<file path="config.mk">
export PLATFORM = sky130hd
export DESIGN_NAME = pipeline_hazard_ctrl
export DESIGN_NICKNAME = d
export VERILOG_FILES = /design/src/rtl/pipeline_hazard_ctrl_pkg.sv /design/src/rtl/pipeline_hazard_ctrl_load_use_detect.sv /design/src/rtl/pipeline_hazard_ctrl.sv
export SDC_FILE = /design/constraint.sdc
export NUM_CORES = 1
export LEC_CHECK = 0
export ABC_AREA = 0
export BUFFER_PORTS_ARGS = -buffer_cell sky130_fd_sc_hd__buf_2
export CAP_MARGIN = 20
export CORE_ASPECT_RATIO = 0.5
export CORE_MARGIN = 3
export CORE_UTILIZATION = 45
export CTS_BUF_LIST = sky130_fd_sc_hd__clkbuf_4 sky130_fd_sc_hd__clkbuf_8 sky130_fd_sc_hd__clkbuf_16
export CTS_CLUSTER_DIAMETER = 120
export CTS_CLUSTER_SIZE = 20
export DETAILED_ROUTE_END_ITERATION = 8
export HOLD_SLACK_MARGIN = 0.1
export PLACE_DENSITY = 0.91
export SKIP_CTS_REPAIR_TIMING = 1
export SLEW_MARGIN = 5
export SYNTH_ARGS = -nofsm -noshare
export SYNTH_HDL_FRONTEND = slang
export SYNTH_SLANG_ARGS = --single-unit
</file>
<file path="constraint.sdc">
create_clock -name clk -period 2.8 [get_ports clk]
set_clock_uncertainty 0.05 [all_clocks]
set_input_delay 0.14 -clock clk [delete_from_list [all_inputs] [get_ports clk]]
set_output_delay 0.14 -clock clk [all_outputs]
set_load 0.01 [all_outputs]
</file>
<file path="src/rtl/pipeline_hazard_ctrl_pkg.sv">
// Shared types for the pipeline hazard controller: FSM states, the control vector and its canned values.
// Optional perf counters in the top are enabled with HAZARD_PERF_CNT_EN.
package pipeline_ctrl_pkg;

    typedef enum logic [1:0] {
        RUN      = 2'd0,
        MEM_WAIT = 2'd1,
        TIMEOUT  = 2'd2
    } state_t;

    localparam logic [4:0] REG_ZERO = 5'd0;

    typedef struct packed {
        logic pc_write;
        logic if_id_write;
        logic if_id_flush;
        logic id_ex_flush;
        logic pipe_hold;
        logic mem_wb_bubble;
    } ctrl_t;

    localparam ctrl_t CTRL_RUN = '{pc_write: 1'b1, if_id_write: 1'b1, if_id_flush: 1'b0,
                                   id_ex_flush: 1'b0, pipe_hold: 1'b0, mem_wb_bubble: 1'b0};

    localparam ctrl_t CTRL_FREEZE = '{pc_write: 1'b0, if_id_write: 1'b0, if_id_flush: 1'b0,
                                      id_ex_flush: 1'b0, pipe_hold: 1'b1, mem_wb_bubble: 1'b1};

    localparam ctrl_t CTRL_RESET = '{pc_write: 1'b0, if_id_write: 1'b0, if_id_flush: 1'b1,
                                     id_ex_flush: 1'b1, pipe_hold: 1'b0, mem_wb_bubble: 1'b0};

    // Dead pipeline after a memory timeout: nothing loads, everything holds.
    localparam ctrl_t CTRL_HALT = '{pc_write: 1'b0, if_id_write: 1'b0, if_id_flush: 1'b0,
                                    id_ex_flush: 1'b0, pipe_hold: 1'b1, mem_wb_bubble: 1'b0};

endpackage

</file>
<file path="src/rtl/pipeline_hazard_ctrl_load_use_detect.sv">
// Combinational load-use hazard compare between the load in EX and the sources of the ID instruction.
// Kept standalone so the forwarding unit can reuse the same compare.
module load_use_detect
    import pipeline_ctrl_pkg::*;
(
    input  logic       ex_mem_read,
    input  logic [4:0] ex_rt,
    input  logic [4:0] id_rs,
    input  logic [4:0] id_rt,
    input  logic       id_uses_rt,
    output logic       hazard
);

    // r0 is hardwired to zero, so a load targeting it never creates a dependency.
    assign hazard = ex_mem_read && (ex_rt != REG_ZERO) &&
                    ((ex_rt == id_rs) || (id_uses_rt && (ex_rt == id_rt)));

endmodule

</file>
<file path="src/rtl/pipeline_hazard_ctrl.sv">
// Stall/flush sequencer for the 5-stage pipeline: memory-wait freeze, load-use stall, branch/jump flush, wait watchdog.
// Define HAZARD_PERF_CNT_EN to build the stall/flush performance counters.
module pipeline_hazard_ctrl
    import pipeline_ctrl_pkg::*;
#(
    parameter int unsigned WAIT_TIMEOUT = 255,
    parameter int unsigned CNT_W        = 16
) (
    input  logic        clk,
    input  logic        reset,
    input  logic [4:0]  id_rs,
    input  logic [4:0]  id_rt,
    input  logic        id_uses_rt,
    input  logic        id_jump,
    input  logic        ex_mem_read,
    input  logic [4:0]  ex_rt,
    input  logic        ex_branch_taken,
    input  logic        mem_req,
    input  logic        mem_ready,
    output logic        pc_write,
    output logic        if_id_write,
    output logic        if_id_flush,
    output logic        id_ex_flush,
    output logic        pipe_hold,
    output logic        mem_wb_bubble,
    output logic        mem_timeout,
    output logic [1:0]  state,
    output logic [31:0] perf_stall_cnt,
    output logic [31:0] perf_flush_cnt
);

    localparam logic [CNT_W-1:0] TIMEOUT_CNT = CNT_W'(WAIT_TIMEOUT);
    localparam logic [CNT_W-1:0] CNT_MAX     = {CNT_W{1'b1}};
    localparam logic [CNT_W-1:0] CNT_ONE     = CNT_W'(1);

    state_t           state_q, state_d;
    logic [CNT_W-1:0] wait_cnt_q, wait_cnt_d;
    logic             timeout_q;
    logic             load_use;
    ctrl_t            run_ctrl;
    ctrl_t            ctrl;

    load_use_detect u_load_use_detect (
        .ex_mem_read (ex_mem_read),
        .ex_rt       (ex_rt),
        .id_rs       (id_rs),
        .id_rt       (id_rt),
        .id_uses_rt  (id_uses_rt),
        .hazard      (load_use)
    );

    // RUN priorities below the memory freeze; also used on the MEM_WAIT release cycle.
    always_comb begin
        run_ctrl = CTRL_RUN;
        if (ex_branch_taken) begin
            run_ctrl.if_id_flush = 1'b1;
            run_ctrl.id_ex_flush = 1'b1;
        end else if (load_use) begin
            // Any jump in ID stays put in IF/ID and resolves on the following cycle.
            run_ctrl.pc_write    = 1'b0;
            run_ctrl.if_id_write = 1'b0;
            run_ctrl.id_ex_flush = 1'b1;
        end else if (id_jump) begin
            run_ctrl.if_id_flush = 1'b1;
        end
    end

    always_comb begin
        state_d    = state_q;
        wait_cnt_d = wait_cnt_q;
        ctrl       = CTRL_RUN;
        case (state_q)
            RUN: begin
                if (mem_req && !mem_ready) begin
                    ctrl       = CTRL_FREEZE;
                    state_d    = MEM_WAIT;
                    wait_cnt_d = CNT_ONE;
                end else begin
                    ctrl = run_ctrl;
                end
            end
            MEM_WAIT: begin
                if (mem_ready) begin
                    ctrl       = run_ctrl;
                    state_d    = RUN;
                    wait_cnt_d = '0;
                end else begin
                    ctrl = CTRL_FREEZE;
                    if (wait_cnt_q == TIMEOUT_CNT) begin
                        state_d = TIMEOUT;
                    end else if (wait_cnt_q != CNT_MAX) begin
                        wait_cnt_d = wait_cnt_q + CNT_ONE;
                    end
                end
            end
            TIMEOUT: begin
                ctrl = CTRL_HALT;
            end
            default: begin
                ctrl       = CTRL_FREEZE;
                state_d    = RUN;
                wait_cnt_d = '0;
            end
        endcase
        if (reset) begin
            ctrl = CTRL_RESET;
        end
    end

    always_ff @(posedge clk) begin
        if (reset) begin
            state_q    <= RUN;
            wait_cnt_q <= '0;
            timeout_q  <= 1'b0;
        end else begin
            state_q    <= state_d;
            wait_cnt_q <= wait_cnt_d;
            timeout_q  <= timeout_q | (state_d == TIMEOUT);
        end
    end

    assign pc_write      = ctrl.pc_write;
    assign if_id_write   = ctrl.if_id_write;
    assign if_id_flush   = ctrl.if_id_flush;
    assign id_ex_flush   = ctrl.id_ex_flush;
    assign pipe_hold     = ctrl.pipe_hold;
    assign mem_wb_bubble = ctrl.mem_wb_bubble;
    assign mem_timeout   = timeout_q;
    assign state         = state_q;

`ifdef HAZARD_PERF_CNT_EN
    logic [31:0] stall_cnt_q;
    logic [31:0] flush_cnt_q;

    always_ff @(posedge clk) begin
        if (reset) begin
            stall_cnt_q <= '0;
            flush_cnt_q <= '0;
        end else begin
            if (!ctrl.pc_write) begin
                stall_cnt_q <= stall_cnt_q + 32'd1;
            end
            if (ctrl.if_id_flush) begin
                flush_cnt_q <= flush_cnt_q + 32'd1;
            end
        end
    end

    assign perf_stall_cnt = stall_cnt_q;
    assign perf_flush_cnt = flush_cnt_q;
`else
    assign perf_stall_cnt = 32'd0;
    assign perf_flush_cnt = 32'd0;
`endif

endmodule

</file>
Word-level counts from Yosys, hierarchy flattened
Index checks and enable logic that the tools add are counted.

word-level totals
  bits in registers = 19
  input port bits = 23
  output and inout port bits = 73
  word-level logic and storage cells = 44

cells by class
  $add $sub $neg = 1
  equal/unequal tests = 10
  multiplexer cells = 19
  bitwise logic cells = 2
  reduce and logical (&&, ||, !) cells = 9

operators by type and width
  operator                                                          number
  16-bit 2-to-1 mux                                                 4
  16-bit case mux with 3 select lines                               1
  6-bit 2-to-1 mux                                                  3
  6-bit case mux with 3 select lines                                1
  16-bit by 1-bit adder with 16-bit output, second input constant   1
  16-bit by 8-bit == test with 1-bit output, second input constant  1
  16-bit != test, second input constant                             1
  2-bit 2-to-1 mux                                                  6
  5-bit == test                                                     2
  3-bit != test, second input constant                              2
  2-bit case mux with 3 select lines                                1
  5-bit nonzero test                                                1
  2-bit == test, second input constant                              2
  1-bit logical AND                                                 4
  4-bit AND reduction                                               1
  1-bit 2-to-1 mux                                                  3
  2-bit by 1-bit == test with 1-bit output, second input constant   1
  2-bit logical NOT                                                 1
  2-bit != test, second input constant                              1
  1-bit logical NOT                                                 1
  1-bit logical OR                                                  1
  1-bit NOT                                                         1
  1-bit OR                                                          1

Depth between registers and ports, before layout
Gate-level depths: netlist (run 1).

  depth in word-level cells = 9
  mapped depth = 9
  gate-level depth less buffers = 6

Modules after synthesis
Synthesis (run 1) repeated with hierarchy kept, for this count alone.

second synthesis, totals
  cell total of the unflattened synthesis = 218
  area, all modules = 1691.6 µm²

modules (own cells, without submodules)
  module                instances  cells each  area an instance (µm²)  sequential area each (µm²)
  pipeline_hazard_ctrl  1          201         1559.0                  380.4
  load_use_detect       1          17          132.6                   0.0

Least setup slack after synthesis (run 1)
No wires, ideal clock.

  path type = in2out
  from = input ex_rt[0]
  to = output pc_write
  arrival = 1.920 ns
  required time = 2.610 ns
  path slack = 0.690 ns
  stages on the path = 5
  path buffers = 1
  cell sequence = or4_1 > o21ai_0 > a21oi_1 > a2111oi_0 > buf_4

between the ends
  word-level cells in the longest chain between the ends = 9
  elaborated cells on any way between the ends = 13
  those cells by class = 2 x eq/ne; 6 x mux; 5 x reduce/logical

ends and longest elaborated chain
  element                                 line                                                    source
  from (decl)                             pipeline_hazard_ctrl.sv:16                              input logic [4:0] ex_rt,
  5-bit == test                           pipeline_hazard_ctrl_load_use_detect.sv:16              ((ex_rt == id_rs) || (id_uses_rt && (ex_rt == id_rt)));
  1-bit logical AND                       pipeline_hazard_ctrl_load_use_detect.sv:16
  1-bit logical OR                        pipeline_hazard_ctrl_load_use_detect.sv:16
  1-bit logical AND (*)                   pipeline_hazard_ctrl_load_use_detect.sv:15              assign hazard = ex_mem_read && (ex_rt != REG_ZERO) &&
  2-bit 2-to-1 mux (*)                    pipeline_hazard_ctrl.sv:58                              end else if (load_use) begin
  2-bit 2-to-1 mux (*)                    pipeline_hazard_ctrl.sv:55                              if (ex_branch_taken) begin
  6-bit 2-to-1 mux (on tied branches)     pipeline_hazard_ctrl.sv:83, pipeline_hazard_ctrl.sv:74
  6-bit case mux with 3 select lines (*)  pipeline_hazard_ctrl.sv:72                              case (state_q)
  6-bit 2-to-1 mux (*)                    pipeline_hazard_ctrl.sv:105                             if (reset) begin
  to (decl)                               pipeline_hazard_ctrl.sv:20                              output logic pc_write,

Mark *: on every way between the ends. The rest lies on a longest branch, timed or not.

Worst setup path after layout (run 1)
  from = register wait_cnt_q[0]
  to = register wait_cnt_q[5]

between the ends
  word-level cells in the longest chain between the ends = 5
  elaborated cells on any way between the ends = 10
  those cells by class = 1 x add/sub; 4 x eq/ne; 4 x mux; 1 x reduce/logical

ends and longest elaborated chain
  element                                   line                         source
  from (decl)                               pipeline_hazard_ctrl.sv:37   logic [CNT_W-1:0] wait_cnt_q, wait_cnt_d;
  from (signal assigned)                    pipeline_hazard_ctrl.sv:117  wait_cnt_q <= wait_cnt_d;
  16-bit by 1-bit adder with 16-bit output  pipeline_hazard_ctrl.sv:92   wait_cnt_d = wait_cnt_q + CNT_ONE;
  16-bit 2-to-1 mux                         pipeline_hazard_ctrl.sv:91   end else if (wait_cnt_q != CNT_MAX) begin
  16-bit 2-to-1 mux                         pipeline_hazard_ctrl.sv:89   if (wait_cnt_q == TIMEOUT_CNT) begin
  16-bit 2-to-1 mux                         pipeline_hazard_ctrl.sv:83   if (mem_ready) begin
  16-bit case mux with 3 select lines       pipeline_hazard_ctrl.sv:72

Parallel ways exist; a longest one is shown, timed or not. The select of a mux whose other input is x is not followed.
A chain may end at the register's enable or synchronous reset.

==> metrics.md, run 1 <==
| Metric | Value |
|---|---|
| Drt drc | `0` |
| Seq cells post-synth | `19` |
| Synth-to-Final Area Change | `-0.885%` |
| Compound-Gate Fraction of Synth Area | `14.4%` |
| Status | `finished clean` |
| Router iterations before antenna repair | `4` |
| Die ar. | `4590 sq um` |
| Adder-cell area share of the yosys netlist | `0.737%` |
| Sw Share | `31.1%` |
| Worst-path fanout max | `20` |
| Largest area contributor in the netlist | `buf_4` |
| CP Class | `flop to flop` |
| CP startpoint | `wait_cnt_q[0]` |
| Final period util | `roughly four fifths` |
| Startpoint types | `flop` |
| Max-cap violations | `0` |
| Synth Area in Simple Gates | `between 20% and 30%` |
| Synth top area cells | `buf_4 29%, dfxtp_1 22%, a21oi_1 4.7%, or4_1 4.0%, xor2_1 3.6%` |
| Post-layout nets | `roughly 270` |
| Post-synth EDFFs | `0` |
| Grt ovf | `0` |
| RSZ-0062 raised after global routing | `false` |
| Number of clock sinks | `19` |
| Core area | `3530 sq um` |
| Mux cell area share after synthesis | `around 1.2%` |
| Yosys top cell area share | `between 20% and 30%` |
| Final antenna-violating net count | `0` |
| CP arrival | `2400 ps` |
| Drt total wl | `roughly 3.2 mm` |
| CTS max path bufs | `2` |
| Worst min path class | `primary input to flop` |
| Total CTS buffers | `3` |
| Clk pin slew, worst setup/hold paths | `around 70 ps` |
| Vias/cell | `4.83` |
| Die H | `49.4 um` |
| Cell-internal power | `0.407 mW` |
| Die width | `92.9 um` |
| Register area share after synthesis | `22.4%` |
| Largest net degree at the start of global routing | `21` |
| CTS tree | `built` |
| Setup violations, final | `0` |
| Mapped cell area | `around 1700 sq um` |
| Initial antenna violation count | `0` |
| Post-layout util | `between 40% and 50%` |
| Reg2Reg Launch Point | `wait_cnt_q[0]` |
| Layout cell share with drive strength beyond 1 | `~16%` |
| First-pass GRT wire length | `5.47 mm` |
| Async SR Flop Fraction | `0%` |
| Sequential power share | `46.5%` |
| Synth Instances | `~220` |
| Clock share of power | `around 33%` |
| Initial Utilization | `between 40 and 50%` |
| Worst-skew pair later-pin latency | `~260 ps` |
| CTS root buf | `clkbuf_8` |
| Place WS | `between 500 and 600 ps` |
| Endpoints failing hold | `0` |
| Syn Area/Cell | `between 7 and 8 sq um` |
| Combinational share of power | `20.5%` |
| Leak | `approximately 0.75 nW` |
| Ys flop type | `dfxtp_1` |
| Setup TNS | `0 ps` |
| I/O Buffers | `31` |
| Worst Path Required | `2950 ps` |
| Hold path start | `reset` |
| Worst Tran Pin Value | `575 ps` |
| # H-tree levels | `1` |
| Inserted Diodes | `0` |
| Drt initial violations | `50` |
| Pwr Density | `351 nW/um^2` |
| Tmin final | `around 2300 ps` |
| Worst vdd ir | `~0.12 mV` |
| Rows | `15` |
| Largest family of logic cells by synthesized area | `buffers and inverters` |
| # IOs | `96` |
| Xor/xnor share of the synthesized area | `under 10%` |
| Max frequency | `~0.44 GHz` |
| Final setup margin | `542 ps` |
| Routed WL per cell | `roughly 11 um` |
| Vias | `roughly 1400` |
| Vias in the first global route | `around 1200` |
| Yosys warning count | `0` |
| Hold WS | `approximately 150 ps` |
| Tot GR Track Use | `14.3%` |
| Final count of pins violating max slew | `0` |
| Max-slew headroom | `about 61%` |
| Worst Setup End Kind | `flop` |
| Yosys cell types | `37` |
| Reported net switching power | `around 0.18 mW` |
| Routability cong. | `0.947` |
| Hpwl dp | `2.59 mm` |
-- through the flow --
| stage | instances | power (mW) | area, sq um |
|---|---|---|---|
| after floorplan | 279 | 0.434 | 1930 |
| after global placement | 290 | 0.395 | 1640 |
| after detailed placement | 290 | 0.399 | 1640 |
| after CTS | 294 | 0.589 | 1680 |
| after global routing | 294 | 0.618 | 1680 |
| final | 294 | 0.590 | 1680 |
-- cell usage in the layout, fill, tap and decap left out, types with 3 or more instances in the layout --
cell type,count
a21oi_1,16
and4_1,6
buf_2,31
clkbuf_8,3
conb_1,64
dfxtp_1,19
inv_1,7
nand2_1,9
nand3_1,8
nand4_1,7
nor2_1,6
nor4_1,5
o21ai_0,5
o31a_1,3
o31ai_1,7
or4_1,9
xnor2_1,5
xor2_1,7
-- cells in the mapped netlist (2+ instances only) --
| cell | count |
|---|---|
| a211oi_1 | 2 |
| a21oi_1 | 16 |
| and2_1 | 2 |
| and3_1 | 2 |
| and4_1 | 6 |
| buf_2 | 2 |
| buf_4 | 65 |
| clkbuf_1 | 4 |
| dfxtp_1 | 19 |
| inv_1 | 7 |
| mux2i_1 | 2 |
| nand2_1 | 9 |
| nand3_1 | 8 |
| nand4_1 | 7 |
| nor2_1 | 6 |
| nor4_1 | 5 |
| o21a_1 | 2 |
| o21ai_0 | 5 |
| o31a_1 | 3 |
| o31ai_1 | 7 |
| or2_2 | 2 |
| or3_1 | 2 |
| or4_1 | 9 |
| xnor2_1 | 5 |
| xor2_1 | 7 |
-- kinds of logic after synthesis --
| family | count (synthesis) |
|---|---|
| fa+ha+maj | 1 |
| xor+xnor | 12 |
| mux | 2 |
| compound gates | 39 |
| simple gates | 63 |
| other cells | 1 |
| buf+inv | 79 |
| flops | 19 |
-- worst max-delay path, stage by stage, from the launching register on --
cell and delay, ps:
dfxtp_1 350, ha_1 240, and3_1 240, and3_1 240
a21o_1 360, or4_1 570, a21oi_1 150
-- flip-flops by register name, summed over array words and instances (netlist names) --
register and flops:
state 2, mem_timeout 1, wait_cnt_q 16
-- power groups by stage --
stage	clock, mW	sequential (mW)	combinational (mW)
CTS	0.196	0.275	0.118
finish	0.194	0.275	0.121
detailed placement	0	0.281	0.118
floorplan	0	0.281	0.154
global placement	0	0.281	0.115
global route	0.207	0.275	0.136
-- metal layers --
metal  GRT usage [%]  part of all wire (%)
met5               0                     0
met4            5.35                   1.5
met3            2.47                   8.3
met2            25.5                    49
met1            17.1                    41
-- layout make-up --
type                       count  area, sq um
inverter                       7         26.3
sequential                    19          380
timing repair buffer          32          163
fill                         330         1850
tap                           51         63.8
clock buffer                   3         41.3
multi-input combinational    181         1000
clock inverter                 1         5.00
-- worst paths after layout --
| check | endpoint | cells after the start | slack (ps) |
|---|---|---|---|
| hold / removal | wait_cnt_q[0] | 2 | 150 |
| setup / recovery | wait_cnt_q[5] | 6 | 540 |
| setup reg to reg | wait_cnt_q[5] | 6 | 540 |
| hold reg to reg | mem_timeout | 2 | 420 |
No activity file was read; power rests on OpenSTA's default activity.
==> run 2: changes to the inputs <==
==> constraint.sdc (replaced) <==
create_clock -name clk -period 2.2 [get_ports clk]
set_clock_uncertainty 0.05 [all_clocks]
set_input_delay 0.11 -clock clk [delete_from_list [all_inputs] [get_ports clk]]
set_output_delay 0.11 -clock clk [all_outputs]
set_load 0.01 [all_outputs]
==> metrics.md, run 2 (same netlist as run 1, synthesis figures left out) <==
| Metric | Value |
|---|---|
| Vias in the first global route | `roughly 1200` |
| Most common cell after layout, fill and taps aside | `conb_1` |
| Max-slew headroom | `between 60% and 70%` |
| Final period util | `a little over nine tenths` |
| Rows | `15` |
| Reg2reg end | `wait_cnt_q[7]` |
| Largest register FFs | `16` |
| Cell Area, Placed | `1650 sq um` |
| Worst r2r path cells | `6` |
| Setup TNS | `0 ps` |
| Slowest-stage cell, CP | `or4_1` |
| Endpoints failing hold | `0` |
| CTS tree | `built` |
| CP Class | `flop to flop` |
| Total CTS buffers | `3` |
| Inserted Diodes | `0` |
| Cells after DPL | `between 200 and 300` |
| Status | `finished clean` |
| Finished Cell Area | `about 1700 sq um` |
| Worst-skew pair later-pin latency | `between 200 and 300 ps` |
| Max-cap violations | `0` |
| # IOs | `96` |
| Routed WL per cell | `approximately 11 um` |
| Reg-to-reg slack, setup | `between 100 and 150 ps` |
| Grt ovf | `0` |
| Tot GR Track Use | `between 10% and 20%` |
| Tmin final | `around 2100 ps` |
| Hold WS | `approximately 130 ps` |
| Vias/cell | `between 4 and 5` |
| Initial Utilization | `48.1%` |
| CP arrival | `about 2200 ps` |
| Most frequent cells in the layout | `64 x conb_1, 31 x buf_2, 19 x dfxtp_1, 16 x a21oi_1` |
| Post-layout util | `between 40% and 50%` |
| Drt drc | `0` |
| Largest net degree at the start of global routing | `21` |
| First-pass GRT wire length | `5.31 mm` |
| Drt total wl | `3.39 mm` |
| Clk pin slew, worst setup/hold paths | `70 ps` |
| Startpoint types | `flop` |
| Leak | `0.768 nW` |
| WP buf/inv | `0` |
| Worst-path fanout max | `18` |
| Synth-to-Final Area Change | `1.03%` |
| Most flop-heavy register | `wait_cnt_q` |
| Worst Setup End Kind | `flop` |
| Worst min path class | `primary input to flop` |
| Number of clock sinks | `19` |
| Routability cong. | `about 0.92` |
| CP cell instances | `ha_1, and3_1, and4_1, and2_2, or4_1, a21oi_1` |
| Die ar. | `4590 sq um` |
| Hpwl dp | `between 2 and 3 mm` |
| CP startpoint | `wait_cnt_q[0]` |
| Fin cells | `just under 300` |
| Final antenna-violating net count | `0` |
| Post-layout nets | `~270` |
| Setup violations, final | `0` |
| Router iterations before antenna repair | `4` |
| Worst vdd ir | `about 0.23 mV` |
| I/O Buffers | `31` |
| Worst Path Required | `roughly 2300 ps` |
| Core area | `about 3500 sq um` |
| Max frequency | `0.483 GHz` |
| Reg2Reg Launch Point | `wait_cnt_q[0]` |
| Top Family by Delay on Critical Path | `simple AND/OR/NAND/NOR gates` |
| Worst Tran Pin Value | `roughly 540 ps` |
| Layout cell share with drive strength beyond 1 | `approximately 18%` |
| CTS max path bufs | `2` |
| Final count of pins violating max slew | `0` |
| CTS root buf | `clkbuf_8` |
| Drt initial violations | `73` |
| CP peak stage delay | `slightly below 500 ps` |
| Pwr Density | `between 400 and 500 nW/um^2` |
| Die H | `49.4 um` |
| Initial antenna violation count | `0` |
| Die width | `between 90 and 100 um` |
| Vias | `1453` |
| Levels on crit path | `6` |
| # H-tree levels | `1` |
| Worst Setup EP | `wait_cnt_q[7]` |
==> run 2: cell types whose count changed in the layout (fill, tap and decap cells not counted) <==
| cell | before | now |
|---|---|---|
| a21o_2 | 0 | 1 |
| a21o_1 | 1 | 0 |
| a21o_4 | 0 | 1 |
| and2_1 | 2 | 1 |
| and2_2 | 0 | 1 |
| buf_4 | 1 | 3 |
==> run 2: layout make-up <==
class,count,area (sq um)
clock buffer,3,41.3
clock inverter,1,5.00
fill,340,1810
inverter,7,26.3
multi-input combinational,182,1020
sequential,19,380
tap,51,63.8
timing repair buffer,34,178
==> run 2: metrics by stage <==
stage / total power, mW / worst slack [ps]
detailed placement: 0.508 / 51.5
floorplan: 0.553 / 138
global route: 0.792 / -2.75
CTS: 0.748 / 29.3
finish: 0.749 / 128
global placement: 0.503 / 131
==> run 2: power by group <==
group / internal, mW / switching [mW]
clock: 0.126 / 0.116
combinational: 0.0481 / 0.110
sequential: 0.346 / 0.00337
total: 0.520 / 0.229
==> run 2: worst min-delay path by stage <==
| stage | start | to | slack [ps] | cells after the start |
|---|---|---|---|---|
| after floorplan | reset | state[0] | 220 | 2 |
| after global placement | reset | wait_cnt_q[0] | 370 | 2 |
| after detailed placement | reset | wait_cnt_q[0] | 390 | 2 |
| after CTS | reset | wait_cnt_q[0] | 110 | 2 |
| after global routing | reset | wait_cnt_q[1] | 150 | 2 |
| final | reset | wait_cnt_q[0] | 130 | 2 |
==> run 2: metal layers <==
| layer | GRT usage [%] | part of all wire, % | vias up |
|---|---|---|---|
| met5 | 0 | 0 | - |
| met4 | 5.60 | 0.74 | 0 |
| met3 | 2.62 | 10 | 4 |
| met2 | 24.4 | 51 | 92 |
| met1 | 16.7 | 38 | 654 |
| li1 | - | - | 703 |
==> run 2: worst reg2reg max path: stages (launching register included) <==
cell,delay (ps)
dfxtp_1,350
ha_1,230
and3_1,240
and4_1,200
and2_2,300
or4_1,490
a21oi_1,150
